<file path="config.mk">
export PLATFORM = sky130hd
export DESIGN_NAME = xor_stream_descrambler
export DESIGN_NICKNAME = d
export VERILOG_FILES = /design/src/rtl/xor_stream_descrambler_pkg.sv /design/src/rtl/xor_stream_descrambler_lfsr.sv /design/src/rtl/xor_stream_descrambler.sv
export SDC_FILE = /design/constraint.sdc
export NUM_CORES = 1
export LEC_CHECK = 0
export BUFFER_PORTS_ARGS = -buffer_cell sky130_fd_sc_hd__buf_2
export CAP_MARGIN = 10
export CELL_PAD_IN_SITES_DETAIL_PLACEMENT = 1
export CELL_PAD_IN_SITES_GLOBAL_PLACEMENT = 2
export CORE_AREA = 3 3 67 69
export DETAILED_ROUTE_END_ITERATION = 10
export DIE_AREA = 0 0 70 72
export PLACE_DENSITY = 0.8
export SETUP_SLACK_MARGIN = 0.3
export SLEW_MARGIN = 5
export SYNTH_ARGS = -nofsm -noshare
export SYNTH_HDL_FRONTEND = slang
export SYNTH_SLANG_ARGS = --single-unit
export TNS_END_PERCENT = 10
</file>
<file path="constraint.sdc">
create_clock -name clk -period 1.8 [get_ports clk]
set_input_delay 0.36 -clock clk [delete_from_list [all_inputs] [get_ports clk]]
set_output_delay 0.36 -clock clk [all_outputs]
set_load 0.01 [all_outputs]
</file>
<file path="src/rtl/xor_stream_descrambler_pkg.sv">
// Shared definitions for the 5-bit XOR scrambling link (receive and transmit ends).
// Word width, LFSR taps, control-state enum and the lock-up substitute seed.
package xor_stream_descrambler_pkg;

  localparam int DATA_W = 5;

  // Feedback taps for x^5 + x^3 + 1 in shift-left Fibonacci form
  localparam int TAP_A = 4;
  localparam int TAP_B = 2;

  localparam logic [DATA_W-1:0] LFSR_ZERO_FIX = 5'b00001;

  typedef enum logic {
    IDLE = 1'b0,
    RUN  = 1'b1
  } state_t;

  function automatic logic [DATA_W-1:0] legal_seed(input logic [DATA_W-1:0] seed);
    return (seed == '0) ? LFSR_ZERO_FIX : seed;
  endfunction

endpackage

</file>
<file path="src/rtl/xor_stream_descrambler_lfsr.sv">
// Combinational next-state of the 5-bit maximal-length LFSR (period 31).
// Shared between the scrambler and descrambler so both ends step identically.
module xor_lfsr5_next (
  input  logic [4:0] cur,
  output logic [4:0] nxt
);
  import xor_stream_descrambler_pkg::*;

  assign nxt = {cur[3:0], cur[TAP_A] ^ cur[TAP_B]};

endmodule

</file>
<file path="src/rtl/xor_stream_descrambler.sv">
// Receive-side descrambler: XORs each accepted word with the LFSR keystream and
// presents it through a 1-entry registered output with valid/ready handshaking.
module xor_stream_descrambler #(
  parameter int                DATA_W     = 5,
  parameter int                CNT_W      = 8,
  parameter logic [DATA_W-1:0] RESET_SEED = 5'b00001
) (
  input  logic              clk,
  input  logic              reset,
  input  logic              sync_load,
  input  logic [DATA_W-1:0] sync_seed,
  input  logic              in_valid,
  input  logic [DATA_W-1:0] in_data,
  output logic              in_ready,
  output logic              out_valid,
  output logic [DATA_W-1:0] out_data,
  output logic              out_wrap,
  input  logic              out_ready,
  output logic [CNT_W-1:0]  word_count
);
  import xor_stream_descrambler_pkg::*;

  state_t            state;
  state_t            state_nxt;
  logic [DATA_W-1:0] lfsr;
  logic [DATA_W-1:0] lfsr_nxt;
  logic [DATA_W-1:0] seed_reg;
  logic [DATA_W-1:0] seed_fixed;
  logic              accept;

  xor_lfsr5_next u_lfsr_next (
    .cur (lfsr),
    .nxt (lfsr_nxt)
  );

  assign seed_fixed = legal_seed(sync_seed);

  // A pending word may be replaced only when it is drained in the same cycle
  assign in_ready = (state == RUN) && !sync_load && (!out_valid || out_ready);
  assign accept   = in_valid && in_ready;

  always_ff @(posedge clk) begin
    if (reset) begin
      state <= IDLE;
    end else begin
      state <= state_nxt;
    end
  end

  always_comb begin
    state_nxt = state;
    if (sync_load) begin
      state_nxt = RUN;
    end
  end

  always_ff @(posedge clk) begin
    if (reset) begin
      lfsr     <= RESET_SEED;
      seed_reg <= RESET_SEED;
    end else if (sync_load) begin
      lfsr     <= seed_fixed;
      seed_reg <= seed_fixed;
    end else if (accept) begin
      lfsr     <= lfsr_nxt;
    end
  end

  // Resync discards any pending word so stale keystream output never leaks out
  always_ff @(posedge clk) begin
    if (reset) begin
      out_valid <= 1'b0;
      out_data  <= '0;
      out_wrap  <= 1'b0;
    end else if (sync_load) begin
      out_valid <= 1'b0;
    end else if (accept) begin
      out_valid <= 1'b1;
      out_data  <= in_data ^ lfsr;
      out_wrap  <= (lfsr == seed_reg);
    end else if (out_ready) begin
      out_valid <= 1'b0;
    end
  end

  always_ff @(posedge clk) begin
    if (reset || sync_load) begin
      word_count <= '0;
    end else if (accept) begin
      word_count <= word_count + 1'b1;
    end
  end

endmodule

</file>
**Word-level counts from Yosys, hierarchy flattened**

Index checks and enable logic that the tools add are counted.

- Equal/unequal tests: 1
- Reductions and logical operators: 12
- Multiplexer cells: 5
- Add/subtract/negate cells: 1
- Bitwise logic cells: 3

Operators with widths:

| cell | number |
|---|---|
| 2-to-1 mux 5 bit | 3 |
| adder 8 x 1 -> 8 bit (second input constant) | 1 |
| == test 5 bit | 1 |
| logical NOT 5 bit | 1 |
| XOR 5 bit | 1 |
| nonzero test 2 bit | 2 |
| logical AND 1 bit | 3 |
| logical NOT 1 bit | 2 |
| logical OR 1 bit | 2 |
| 2-to-1 mux 1 bit | 2 |
| AND reduction 2 bit | 1 |
| OR reduction 2 bit | 1 |
| NOT 1 bit | 1 |
| XOR 1 bit | 1 |

- Register bits after elaboration: 26
- Word-level logic and storage cells: 29
- Input port bits: 15

**Logic depth before layout (Yosys ltp)**

Gate-level depths: netlist of the first run.

- Depth in word-level cells: 6
- Gate-level depth with buffers: 6

**By module**

Synthesis of the first run repeated with hierarchy kept, for this count alone.

- Cell total of the unflattened synthesis: 136
- Area total of the unflattened synthesis: 1223.7 µm²

Modules (own cells, without submodules):

| module | cells an instance | instances | area an instance (µm²) | sequential area each (µm²) |
|---|---|---|---|---|
| xor_stream_descrambler | 131 | 1 | 1184.9 | 520.5 |
| xor_lfsr5_next | 5 | 1 | 38.8 | 0.0 |

**Least setup slack after synthesis of the first run**

No wires, ideal clock.

- Path kind: input -> register
- Start: input port out_ready
- End: register word_count[6]
- Data required time: 1.730 ns
- Library setup time: 0.070 ns
- Arrival: 1.545 ns
- Path buffers: 0
- Setup slack: 0.185 ns
- Stages on the path: 4
- Path through: and2b_4 -> or4_4 -> or3_1 -> a21oi_1

- Longest elaborated chain between the ends: 3

RTL lines:

| item | RTL line | text |
|---|---|---|
| start, declared | xor_stream_descrambler.sv:18 | `input logic out_ready,` |
| logical OR 1 bit | xor_stream_descrambler.sv:39 | `assign in_ready = (state == RUN) && !sync_load && (!out_valid \|\| out_ready);` |
| logical AND 1 bit | xor_stream_descrambler.sv:39 |  |
| logical AND 1 bit | xor_stream_descrambler.sv:40 | `assign accept = in_valid && in_ready;` |
| end signal, assigned | xor_stream_descrambler.sv:90 | `word_count <= word_count + 1'b1;` |
| end, declared | xor_stream_descrambler.sv:19 | `output logic [CNT_W-1:0] word_count` |

Every way passes these cells.
A chain may end at the register's enable or synchronous reset.

**Worst setup path in the final report of the first run**

- Start: register state
- End: register word_count[5]

- Longest elaborated chain between the ends: 3

RTL lines:

| item | RTL line | text |
|---|---|---|
| start, declared | xor_stream_descrambler.sv:23 | `state_t state;` |
| start signal, assigned | xor_stream_descrambler.sv:46 | `state <= state_nxt;` |
| logical AND 1 bit (2 in a row) | xor_stream_descrambler.sv:39 |  |
| logical AND 1 bit | xor_stream_descrambler.sv:40 |  |

Every way passes these cells.

==> results of run 1 <==
-- report_power, final --
group	internal, mW	leakage, nW	switching [mW]
registers	0.597	0.214	0.0207
logic	0.0591	0.345	0.0616
clock network	0.298	0.0357	0.190
-- layout make-up --
class                   instances  share of cell area, %
inverters                       2                  0.519
flip-flops and latches         26                   36.4
repair buffers                 35                   13.0
clock buffers                   3                   2.86
well taps                      50                   4.33
clock inverters                 1                   2.08
multi-input cells              98                   40.9
-- cells by family after synthesis --
family,synth area share [%]
and+or+nand+nor,23.7
AOI/OAI and AO/OA,13.8
DFF,45.7
xor gates and xnor gates,11.5
buffers and inverters,3.19
muxes,0.879
adders and majority gates,1.10
-- metal layers --
metal	up-vias	routed length, um
li1	514	-
met1	485	1280
met2	16	1440
met3	2	106
met4	0	13
met5	-	0
-- stage by stage --
stage	setup slack [ns]	std cells	total power [mW]	hold WS [ns]
global placement	0.135	209	0.747	0.460
detailed placement	0.0307	209	0.751	0.470
floorplan	0.288	133	0.703	0.444
finish	0.282	215	1.23	0.377
CTS	0.269	215	1.23	0.372
global route	0.245	215	1.27	0.378
-- cell usage after synthesis, drive strengths merged --
cell,number,area share [%]
nor2,12,4.0
nor4,1,0.55
mux2i,1,0.88
or2,1,0.55
clkbuf,5,1.6
nand2b,6,4.0
dfxtp,26,46
o41ai,1,0.77
nand4,3,1.6
and3,2,1.1
a21oi,11,4.8
xnor2,10,7.7
a211oi,5,3.3
or3,3,1.6
o21ai,5,2.2
nor2b,1,0.55
and2b,1,0.88
xor2,5,3.8
nand3,1,0.44
nand2,20,6.6
a31oi,5,2.7
or4,1,0.99
buf,2,0.88
inv,2,0.66
ha,1,1.1
nor3,2,0.88
-- worst min-delay path: stages --
cell     delay, ns
buf_2         0.10
nand2_1       0.08
a21oi_1       0.06
-- worst max-delay path by stage --
stage                                 end               start  cells past startpoint  slack [ns]
6_report       word_count[5]$_SDFFE_PP0P_  state$_SDFFE_PP0P_                      4        0.28
4_1_cts        word_count[5]$_SDFFE_PP0P_  state$_SDFFE_PP0P_                      4        0.27
3_3_place_gp   word_count[7]$_SDFFE_PP0P_           sync_load                      5        0.13
5_1_grt        word_count[5]$_SDFFE_PP0P_  state$_SDFFE_PP0P_                      4        0.24
2_1_floorplan  word_count[5]$_SDFFE_PP0P_           sync_load                      4        0.29
3_5_place_dp   word_count[5]$_SDFFE_PP0P_           sync_load                      5        0.03
-- timing repair --
item                                    CTS  global route
resized for setup                         6             0
endpoints found under the setup margin    3             6
buffers inserted                          2             0
==> metrics.md, run 1 <==
| Metric | Value |
|---|---|
| Seq. cell area | `526 um2` |
| Most common cell after layout, fill and taps aside | `buf_2` |
| Mapped Cells | `133` |
| Hold Path Cell Cnt | `3` |
| Initial antenna violation count | `0` |
| Slowest CP cell | `or4_4` |
| H-tree depth | `1` |
| Clock Skews | `0.00694 ns` |
| Max reg flops | `8` |
| Status | `finished, final reports clean` |
| Routed Antenna Nets | `0` |
| Slew Viols, Final | `0` |
| Worst EP required | `2.01 ns` |
| Hold bufs inserted after CTS | `0` |
| Syn Nets | `149` |
| First-pass GRT wire length | `4750 um` |
| Final WL | `2840 um` |
| Commonest non-fill, non-tap cells in the layout | `30 x buf_2, 22 x dfxtp_1, 20 x nand2_1` |
| HP Start | `sync_seed[4]` |
| Period utilization | `84.3%` |
| Die ar. | `5040 um2` |
| Vias in the first global route | `1058` |
| Clock root buffer master | `clkbuf_8` |
| R2R Path Start | `state$_SDFFE_PP0P_` |
| Crit-path cells | `nand2b_4 -> or4_4 -> or3_4 -> a21oi_2` |
| Actual slew at the worst max-slew pin | `0.400 ns` |
| Final setup fails | `0` |
| Synthesis-to-finish area growth | `26.9%` |
| PortBufs | `30` |
| Startpoint types | `flop` |
| Worst Hold Class | `input port to flop` |
| Power density cells | `848 nW/um2` |
| Reg2reg end | `word_count[5]$_SDFFE_PP0P_` |
| DP Area | `1350 um2` |
| R2R cell count | `4` |
| Max-cap violation count | `0` |
| Drt initial violations | `14` |
| Setup crit end kind | `flop` |
| Fillers | `490` |
| Met1 Resource Use GR | `13.0%` |
| Post-Syn Area per Cell | `8.56 um2` |
| Die Y | `72 um` |
| Worst vdd ir | `257 uV` |
| Drt drc | `0` |
| Avg WL per Cell | `13.2 um` |
| Top reg by flops | `word_count` |
| Netlist cell types | `27` |
| Final Hold Viols | `0` |
| CTS tree | `done` |
| Min Tclk post-route | `1.52 ns` |
| Global router's overall resource usage | `11.4%` |
| Leakage power | `0.595 nW` |
| ANT cells | `0` |
| Met2 global-route usage | `21.5%` |
| Bufs and invs on worst path | `0` |
| Fin util | `36.4%` |
| Critical path's top delay family | `simple AND/OR/NAND/NOR gates` |
| CORE AREA | `3970 um2` |
| Largest net degree at the start of global routing | `18` |
| Num CTS Buffers | `3` |
| Sequential share of the synthesized area | `45.7%` |
| Total gr overflow | `0` |
| Synthesized flop and latch total | `26` |
| Critical path class | `flop to flop` |
| Num rows | `23` |
| Detail Placement HPWL | `2240 um` |
| Via count | `1017` |
| Met3 Use GR | `2.91%` |
| Via density | `4.73` |
| RSZ-0062 raised after global routing | `true` |
| Yosys warnings | `0` |
| Setup Total Neg Slack | `0 ns` |
| Fmax | `0.659 GHz` |
| Placer Congestion | `0.745` |
| First drt pass iteration count | `4` |
| Clock sink total | `26` |
| Ports | `31` |
| Slew margin rel. | `73.2%` |
| R2r setup slk | `0.28 ns` |
| Clock-pin slew on the worst setup and hold paths | `0.10 ns` |
| Cell area after layout | `1450 um2` |
| Worst skew pair latency | `0.27 ns` |
| Area occupied by multi-input gates | `591 um2` |
| Mapped Area | `1140 um2` |
| Worst Hold End | `seed_reg[4]$_SDFFE_PP0P_` |
| Horiz. Die Dim | `70 um` |
| Slowest stage delay, CP | `0.54 ns` |
| Nets@finish | `182` |
| Grt peak-use layer | `met2` |
| Fraction of layout cells with a size suffix above 1 | `29.7%` |
| Initial core utilization | `28.7%` |
| Data arrival, critical path | `1.73 ns` |
| Critical Path Fanout Max | `6` |
| Max Buffers Root-to-Sink | `2` |
No activity file was read; power rests on OpenSTA's default activity.
==> run 2: changes to the inputs <==
ABC_AREA = 1   (was default)
CORE_AREA = 3 3 70 72   (was 3 3 67 69)
DIE_AREA = 0 0 73 75   (was 0 0 70 72)
clock period = 1.45 ns   (was 1.8 ns; I/O delays follow)
==> metrics.md, run 2 <==
| Metric | Value |
|---|---|
| Status | `finished, final reports clean` |
| PortBufs | `30` |
| Num CTS Buffers | `3` |
| Share of the synthesized area in the top cell type | `43.7%` |
| Ports | `31` |
| Power density cells | `1020 nW/um2` |
| Commonest non-fill, non-tap cells in the layout | `38 x nand2_1, 29 x buf_2, 23 x dfxtp_1` |
| Synthesized flop and latch total | `26` |
| Max reg flops | `8` |
| CTS tree | `done` |
| Critical Path Fanout Max | `2` |
| Routed Antenna Nets | `0` |
| Final Hold Viols | `0` |
| Post-Syn Area per Cell | `7.23 um2` |
| Worst Hold Class | `input port to flop` |
| Drt drc | `0` |
| First-pass GRT wire length | `5160 um` |
| Critical path class | `flop to output port` |
| Top layer reached by signal wires | `met4` |
| Via count | `1172` |
| Final non-filler cell total | `256` |
| Area leader, netlist | `dfxtp_1` |
| Clock-pin slew on the worst setup and hold paths | `0.09 ns` |
| Total gr overflow | `0` |
| Clock Skews | `0.00787 ns` |
| Post-synth EDFFs | `0` |
| Top reg by flops | `word_count` |
| Setup crit end kind | `output port` |
| Detail Placement HPWL | `2460 um` |
| Slew Viols, Final | `0` |
| Ys flop type | `dfxtp_1` |
| Clock sink total | `26` |
| Leakage power | `0.691 nW` |
| Via density | `4.58` |
| Slowest CP cell | `dfxtp_2` |
| Met3 routed WL | `153 um` |
| Slew margin rel. | `84.9%` |
| Actual slew at the worst max-slew pin | `0.224 ns` |
| Initial antenna violation count | `0` |
| Global router's overall resource usage | `12.1%` |
| ANT cells | `0` |
| Data arrival, critical path | `0.96 ns` |
| H-tree depth | `1` |
| R2R Path Start | `state$_SDFFE_PP0P_` |
| Horiz. Die Dim | `73 um` |
| Slowest stage delay, CP | `0.33 ns` |
| Count leader, synth | `nand2_1` |
| Fmax | `0.799 GHz` |
| Sequential share of the synthesized area | `43.7%` |
| Netlist cell types | `23` |
| RSZ-0062 raised after global routing | `true` |
| Synthesis-to-finish area growth | `30.5%` |
| Met1 wire length | `1510 um` |
| Vias in the first global route | `1155` |
| Fin worst setup slack | `0.198 ns` |
| Critical path origin | `state$_SDFFE_PP0P_` |
| Die Y | `75 um` |
| Worst EP required | `1.16 ns` |
| Post-synth ARST share | `0%` |
| Mapped Cells | `165` |
| Largest net degree at the start of global routing | `17` |
| Fraction of layout cells with a size suffix above 1 | `29.4%` |
| Crit-path cells | `inv_2 -> nor2_4 -> and2_4 -> buf_6` |
| Synth top area cells | `dfxtp_1 44%, nand2_1 13%, a21oi_1 7.6%` |
| Met2 WL | `1630 um` |
| Period utilization | `86.4%` |
| CORE AREA | `4350 um2` |
| Min Tclk post-route | `1.25 ns` |
| Worst skew pair latency | `0.28 ns` |
| Clock root buffer master | `clkbuf_8` |
| Num rows | `24` |
| Max-cap violation count | `0` |
| Mapped Area | `1190 um2` |
| Startpoint types | `flop` |
| Pre-CTS setup slack | `0.115 ns` |
| Commonest cells post-synth | `40 x nand2_1, 26 x dfxtp_1, 18 x a21oi_1, 16 x inv_1, 15 x nor2_1` |
| Drt initial violations | `26` |
| Initial core utilization | `27.4%` |
| Worst vdd ir | `444 uV` |
| Placed insts | `247` |
| Final setup fails | `0` |
| Nets@finish | `221` |
| First drt pass iteration count | `3` |
| Placer Congestion | `0.765` |
| Final WL | `3330 um` |
| Yosys warnings | `0` |
| Max Buffers Root-to-Sink | `2` |
| Avg WL per Cell | `13.0 um` |
| Most common cell after layout, fill and taps aside | `nand2_1` |
| Syn Nets | `181` |
| Die ar. | `5480 um2` |
| HP Start | `sync_seed[4]` |
| Setup Total Neg Slack | `0 ns` |
-- run 2: cell count changes after synthesis, sizes merged, moves of 6 or more --
cell,delta
nand3,+11
a21oi,+9
nand2,+20
inv,+17
nand2b,-6
o21ai,+9
-- run 2: cells by family (layout without fill, tap and decap cells) --
| group | after synthesis | in the layout | share of synthesized area [%] |
|---|---|---|---|
| AND/OR/NAND/NOR | 72 | 73 | 25.8 |
| AO/OA/AOI/OAI | 37 | 37 | 16.6 |
| flip-flops | 26 | 26 | 43.7 |
| buffers and inverters | 23 | 61 | 8.50 |
| XOR/XNOR | 6 | 6 | 4.41 |
| adder cells (fa/ha/maj) | 1 | 1 | 1.05 |
-- run 2: final cells by class --
class | instances | area (um2)
clock buffer | 3 | 41.3
sequential | 26 | 524
fill | 555 | 2800
inverter | 19 | 76.3
multi-input combinational | 117 | 603
clock inverter | 1 | 30.0
timing repair buffer | 38 | 216
tap | 52 | 65.1
-- run 2: critical path: cells and delay by family, from the launching register on --
kind / cells / cell delay (ns)
DFF: 1 / 0.33
and+or+nand+nor: 2 / 0.19
buffers and inverters: 2 / 0.17
-- run 2: path summary, 6_finish.rpt --
path	to	slack [ns]	cells after the start
max	in_ready	0.20	4
min	seed_reg[4]$_SDFFE_PP0P_	0.29	3
max reg2reg	out_wrap$_SDFFE_PP0P_	0.27	7
min reg2reg	seed_reg[4]$_SDFFE_PP0P_	0.48	2
-- run 2: timing repair --
item,CTS,global route
gates cloned,0,1
buffers inserted,2,2
gates resized for setup,4,9
pin swaps,2,2
hold buffers,0,0
endpoints found under the setup margin,18,23
-- run 2: per-stage QoR --
stage                     utilization [%]  hold slack [ns]  power (mW)  area, um2
final                                35.7            0.288        1.59       1560
after global routing                 35.7            0.289        1.66       1560
after CTS                            34.5            0.283        1.60       1500
after detailed placement             32.4            0.469       0.965       1410
after global placement               32.4            0.465       0.963       1410
after floorplan                         -            0.449       0.892       1190
-- run 2: where the power goes --
group          switching (mW)  internal, mW  leakage, nW
Combinational           0.114        0.0847        0.442
Clock                   0.256         0.370       0.0357
Sequential             0.0224         0.743        0.214
Total                   0.393          1.20        0.691
-- run 2: per-layer routing --
metal,vias up,GRT usage (%)
li1,615,-
met1,530,14.4
met4,0,3.07
met2,23,21.1
met5,-,0
met3,4,3.60
==> run 3: changes to the inputs <==
PLACE_DENSITY = default   (was 0.8)
PLACE_DENSITY_LB_ADDON = 0.15   (was default)
==> metrics.md, run 3 (synthesis gave the netlist of run 2 again) <==
| Metric | Value |
|---|---|
| Final non-filler cell total | `250` |
| Final WL | `3120 um` |
| Clock share of power | `39.2%` |
| Avg WL per Cell | `12.5 um` |
| Top reg by flops | `word_count` |
| Leakage power | `0.663 nW` |
| Net Sw Power | `0.371 mW` |
| Initial core utilization | `27.4%` |
| Comb power frac | `11.7%` |
| Synthesis-to-finish area growth | `24.7%` |
| First drt pass iteration count | `4` |
| Worst skew pair latency | `0.28 ns` |
| Die Y | `75 um` |
| Data arrival, critical path | `1.00 ns` |
| RSZ-0062 raised after global routing | `true` |
| Placed insts | `246` |
| Max-cap violation count | `0` |
| ANT cells | `0` |
| Hold bufs inserted after CTS | `0` |
| Worst vdd ir | `375 uV` |
| Startpoint types | `flop` |
| H-tree depth | `1` |
| CORE AREA | `4350 um2` |
| Clock sink total | `26` |
| Largest net degree at the start of global routing | `17` |
| Total gr overflow | `0` |
| Status | `finished, final reports clean` |
| Worst Hold Class | `input port to flop` |
| Routed Antenna Nets | `0` |
| Fmax | `0.777 GHz` |
| R2r setup slk | `0.26 ns` |
| Clock root buffer master | `clkbuf_8` |
| Min Tclk post-route | `1.29 ns` |
| Global router's overall resource usage | `12.6%` |
| First-pass GRT wire length | `5390 um` |
| Worst EP required | `1.16 ns` |
| Detail Placement HPWL | `2460 um` |
| Sw frac | `23.8%` |
| Sequential Power Share | `49.1%` |
| Num CTS Buffers | `3` |
| Fillers | `555` |
| Internal Dissipation | `1.19 mW` |
| Period utilization | `88.8%` |
| Critical path class | `flop to output port` |
| Fin util | `34.1%` |
| CTS tree | `done` |
| Horiz. Die Dim | `73 um` |
| Slew margin rel. | `81.9%` |
| Setup Total Neg Slack | `0 ns` |
| Via count | `1149` |
| Setup bufs post-CTS | `0` |
| Setup crit end kind | `output port` |
| Nets@finish | `215` |
| Fraction of layout cells with a size suffix above 1 | `25.3%` |
| Num rows | `24` |
| Actual slew at the worst max-slew pin | `0.271 ns` |
| Via density | `4.60` |
| Vias in the first global route | `1186` |
| Drt drc | `0` |
| Initial antenna violation count | `0` |
| Power density cells | `1050 nW/um2` |
| Most common cell after layout, fill and taps aside | `nand2_1` |
| PortBufs | `30` |
| Drt initial violations | `22` |
| Max Buffers Root-to-Sink | `2` |
| Slew Viols, Final | `0` |
| Critical Path Fanout Max | `2` |
| Final Hold Viols | `0` |
| Ports | `31` |
| Commonest non-fill, non-tap cells in the layout | `39 x nand2_1, 30 x buf_2, 24 x dfxtp_1` |
| Fin Hold WS | `0.292 ns` |
| Clock-pin slew on the worst setup and hold paths | `0.11 ns` |
| Final setup fails | `0` |
| Die ar. | `5480 um2` |
| Placer Congestion | `0.799` |
| Max reg flops | `8` |
| Clock Skews | `0.0158 ns` |
[run 3: layer usage]
layer	GRT usage, %	share of wire, %	wire length, um
met1	15.2	45	1410
met2	22.0	49	1530
met3	2.27	3.6	112
met4	5.12	2.1	65
met5	0	0	0
[run 3: cell type report]
cell class	count	area, um2	share of cell area, %
Timing Repair Buffer	33	173	11.6
Clock inverter	1	30.0	2.02
Sequential cell	26	523	35.2
Tap cell	52	65.1	4.38
Inverter	19	73.8	4.97
Clock buffer	3	41.3	2.78
Multi-Input combinational cell	116	581	39.1
[run 3: repair_timing]
item | in CTS | in global routing
gates resized for setup | 4 | 2
setup endpoints to repair | 17 | 23
pin swaps | 1 | 1
[run 3: final timing paths]
path / startpoint / endpoint / cells past startpoint
worst max-delay path: state$_SDFFE_PP0P_ / in_ready / 4
worst min-delay path: sync_seed[4] / seed_reg[4]$_SDFFE_PP0P_ / 3
worst max register to register: word_count[2]$_SDFFE_PP0P_ / word_count[7]$_SDFFE_PP0P_ / 7
worst min register to register: seed_reg[2]$_SDFFE_PP0P_ / seed_reg[2]$_SDFFE_PP0P_ / 2
[run 3: per-stage QoR]
stage          instance area, um2  total power, mW  setup WS (ns)
5_1_grt                      1490             1.65          0.112
3_3_place_gp                 1400            0.962          0.190
4_1_cts                      1480             1.58          0.135
3_5_place_dp                 1400            0.965          0.139
2_1_floorplan                1190            0.892          0.334
6_report                     1490             1.56          0.163
[run 3: critical path, stage by stage (launching register included)]
cell	delay (ns)
dfxtp_2	0.34
inv_2	0.04
nor2_4	0.10
and2_1	0.12
buf_2	0.12
[run 3: power groups by stage]
stage / Clock, mW / Sequential (mW) / Combinational, mW
finish: 0.612 / 0.765 / 0.182
floorplan: 0 / 0.780 / 0.112
global route: 0.668 / 0.770 / 0.211
global placement: 0 / 0.781 / 0.181
CTS: 0.626 / 0.765 / 0.187
detailed placement: 0 / 0.781 / 0.184
